===== src/rtl/cordic_align_delay.sv =====
// Fixed-depth shift register of {valid, data} aligning expected values with the core's result stream.
module cordic_align_delay #(
   parameter int DW    = 22,
   parameter int DEPTH = 13
) (
   input  logic          clk,
   input  logic          rst,
   input  logic          clr,
   input  logic          in_valid,
   input  logic [DW-1:0] in_data,
   output logic          out_valid,
   output logic [DW-1:0] out_data
);

   logic [DEPTH-1:0] vld_q, vld_d;
   logic [DW-1:0]    dat_q [DEPTH];
   logic [DW-1:0]    dat_d [DEPTH];

   always_comb begin
      vld_d[0] = in_valid;
      dat_d[0] = in_data;
      for (int i = 1; i < DEPTH; i++) begin
         vld_d[i] = vld_q[i-1];
         dat_d[i] = dat_q[i-1];
      end
      if (clr) vld_d = '0;
   end

   always_ff @(posedge clk) begin
      if (rst) vld_q <= '0;
      else     vld_q <= vld_d;
   end

   // NOTE: the data stages carry no reset; their contents are ignored whenever the matching valid bit is low.
   always_ff @(posedge clk) begin
      dat_q <= dat_d;
   end

   assign out_valid = vld_q[DEPTH-1];
   assign out_data  = dat_q[DEPTH-1];

endmodule


===== config.mk =====
export PLATFORM = sky130hd
export DESIGN_NAME = cordic_align_delay
export DESIGN_NICKNAME = d
export VERILOG_FILES = /design/src/rtl/cordic_align_delay.sv
export SDC_FILE = /design/constraint.sdc
export NUM_CORES = 1
export LEC_CHECK = 0
export ABC_AREA = 1
export CORE_AREA = 4 4 117 119
export CTS_CLUSTER_SIZE = 40
export DETAILED_ROUTE_END_ITERATION = 8
export DIE_AREA = 0 0 121 123
export PLACE_DENSITY = 0.76
export SLEW_MARGIN = 5
export SYNTH_ARGS = -nofsm -noshare
export SYNTH_HDL_FRONTEND = slang
export SYNTH_SLANG_ARGS = --single-unit

===== constraint.sdc =====
create_clock -name clk -period 0.8 [get_ports clk]
set_input_delay 0.16 -clock clk [delete_from_list [all_inputs] [get_ports clk]]
set_output_delay 0.16 -clock clk [all_outputs]
set_load 0.05 [all_outputs]

After elaboration in Yosys (flattened, before gate mapping)
Index checks and enable logic that the tools add are counted.
Widths: inputs -> output; s select.
Storage, ports and cells
  register bits after elaboration: 299
  input bits: 26
  output and inout bits: 23
Cells by class
  reduce and logical (&&, ||, !) cells: 1
Operators by type and width (number)
  $reduce_or 2->1: 1

Logic depth before layout (Yosys ltp)
  depth in word-level cells: 1
  gate-level depth with buffers: 4
  depth with buffers taken out: 3

Least setup slack after synthesis
OpenSTA, ideal clock, no wires.
  path kind: reg2out
  start: register dat_q (netlist bit out_data[0])
  end: output port out_data[0]
  arrival time: 0.587 ns
  path slack: 0.053 ns
  stages on the path, launching flop included: 1
  cells stage by stage: dfxtp_1
RTL lines
  start: declaration: RTL line 16  | logic [DW-1:0] dat_q [DEPTH];
  start signal: assignment: RTL line 36  | dat_q <= dat_d;
  end: declaration: RTL line 12  | output logic [DW-1:0] out_data
No word-level cell between the ends.

Final worst setup path
  start: register dat_q (netlist bit out_data[14])
  end: output port out_data[14]
No word-level cell between the ends.

==> metrics <==
Final Setup Violations=23; flop-to-flop setup slack=0.23 ns; period utilisation layout=139%; pin count of the biggest net entering global routing=17; Layout Cells excl Fill=about 590; # Post-CTS Setup Buffers=0; Netlist cell types=8; Final Max Slew Viols=0; Hold Crit Class=in2reg; hpwl dp=3100 um; All-Layer GR Usage=7.53%; CTS tree=built; most frequent cells in the layout=276 x dfxtp_1, 25 x clkbuf_16, 25 x clkdlybuf4s50_1; Port Buffer Count=48; vias in the first global route=between 2000 and 2500; LEAKAGE=3.31 nW; CP delay by family, top=flip-flops; post-layout minimum cycle time=1.12 ns; final hold violation count=0; cell count after synthesis=329; failing checks=setup timing; DIE AREA=0.0149 sq mm; crit-path max cell delay=0.34 ns; Detailed Route WL=5320 um; Residual DRC=0; worst-path cell chain=buf_12; WP buf/inv=1; synth warn=0; GRT Residual Overflow=0; CP Launch Point=out_data[14]$_DFF_P_; post-synthesis sequential area ratio=97.4%; CP Depth=1; Ports=49; crit path kind=reg2out; register bit total from synthesis=299; routability congestion estimate=approximately 0.65; DRT antenna net count=0; vias per inst=between 3 and 4; maximum VDD drop=2.26 mV; status=finished, violations left; Initial Util=48.9%; commonest non-fill, non-tap cell in the layout=dfxtp_1; Setup crit end=out_data[14]; Die Ht=123 um; first-pass GRT wire length=9050 um; synthesized cell area=a little over 0.006 sq mm; Worst R2R Path Depth=2; Max Freq=897 MHz; worst slew pin tran=0.215 ns; RSZ-0062 raised after global routing=true; Max Root-Sink Buffers=3; Critical Path Sink Type=primary output; # placed instances=548; fin util=63.6%; H-tree Lvls=1; reg-to-reg endpoint=vld_q[6]$_SDFF_PP0_; Worst-path clk slew=0.06 ns; vias after detailed routing=between 2000 and 2500; Syn Nets=355; TritonCTS Sinks=299; syn avg cell area=~19 sq um; Worst Setup Slack, final=-0.315 ns; critical path launch point type=flop; CP Max Fanout=1; slowest CP cell=dfxtp_2; Cell Pwr Density=around 3600 mW/mm^2; root buffer cell=clkbuf_16; row count=41; TritonCTS Buffers=25; wire per inst=around 9 um; Total Neg Setup Slack=-7.11 ns; Die W=121 um; drt pass-1 iters=4; core area=0.0126 sq mm; worst skew pair latency=0.48 ns; Fin Clk Skew=0.00791 ns; max_cap viols=0; DR iter-0 viols=about 130; CP arrival=roughly 0.96 ns; # nets final=429; layout cells sized above 1=23.6%; launch point of the worst reg-to-reg path=vld_q[5]$_SDFF_PP0_; critical path data required time=0.64 ns; Slew headroom=85.7%; Layout area overhead=30.0%; antenna violations before repair=0; Antenna diodes=0
==> worst min path at each step <==
stage               slack (ns)          startpoint  depth (start not counted)            endpoint
finish                    0.11          in_data[3]                          1  dat_d[245]$_DFF_P_
CTS                       0.09          in_data[3]                          1  dat_d[245]$_DFF_P_
global route              0.09         in_data[12]                          1  dat_d[254]$_DFF_P_
detailed placement        0.31  dat_d[158]$_DFF_P_                          0  dat_d[136]$_DFF_P_
floorplan                 0.19          in_data[0]                          0  dat_d[242]$_DFF_P_
global placement          0.31  dat_d[146]$_DFF_P_                          0  dat_d[124]$_DFF_P_
==> area by class of cell <==
| type | instances | area (sq um) |
|---|---|---|
| Sequential cell | 299 | 6010 |
| Fill cell | 840 | 4580 |
| Timing Repair Buffer | 48 | 711 |
| Clock buffer | 32 | 692 |
| Tap cell | 172 | 215 |
| Clock inverter | 11 | 209 |
| Multi-Input combinational cell | 14 | 90.1 |
| Inverter | 15 | 56.3 |
==> stage by stage <==
step           power (mW)  setup slack (ns)  area [sq um]  hold WS, ns
6_report             29.1            -0.315          7990        0.113
5_1_grt              30.2            -0.366          7990       0.0871
4_1_cts              29.5            -0.342          7990       0.0915
3_5_place_dp         16.8            -0.268          7060        0.312
3_3_place_gp         16.7            -0.206          7060        0.310
2_1_floorplan        16.3            0.0527          6140        0.188
==> flip-flops by register name, indices dropped and copies added (netlist names) <==
register,cells
vld_q,13
out_data,22
dat_d,264
==> cells in the mapped netlist (all sizes together) <==
master / number / area, sq um
nor2: 13 / 78.8
inv: 15 / 56.3
nand2: 1 / 11.3
buf: 1 / 11.3
dfxtp: 299 / 5990
==> logic make-up after synthesis <==
family / Yosys count / share of synthesized area [%]
simple gates: 14 / 1.47
flops: 299 / 97.4
buf+inv: 16 / 1.10
==> routing by layer <==
metal	global-route usage (%)	part of all wire, %
met1	8.30	41
met3	2.65	7.1
met5	0	0
met2	12.8	49
met4	4.11	3.0
==> power breakdown <==
group          switching [mW]  leakage (nW)  internal (mW)
clock                    4.63         0.445           8.02
sequential              0.180          2.52           15.7
combinational           0.263         0.350          0.328
==> worst register-to-register path: cells and delay by family, from the launching register on <==
kind                   cells  cell delay (ns)
and+or+nand+nor            1             0.11
buffers and inverters      1             0.06
DFF                        1             0.34
==> what timing repair did <==
| action | in CTS | in global routing |
|---|---|---|
| endpoints found under the setup margin | 23 | 23 |
| endpoints found under the hold margin | 0 | 0 |
| resized for setup | 23 | 0 |
| hold buffers | 0 | 0 |
Power figures use the tool's default switching activity.
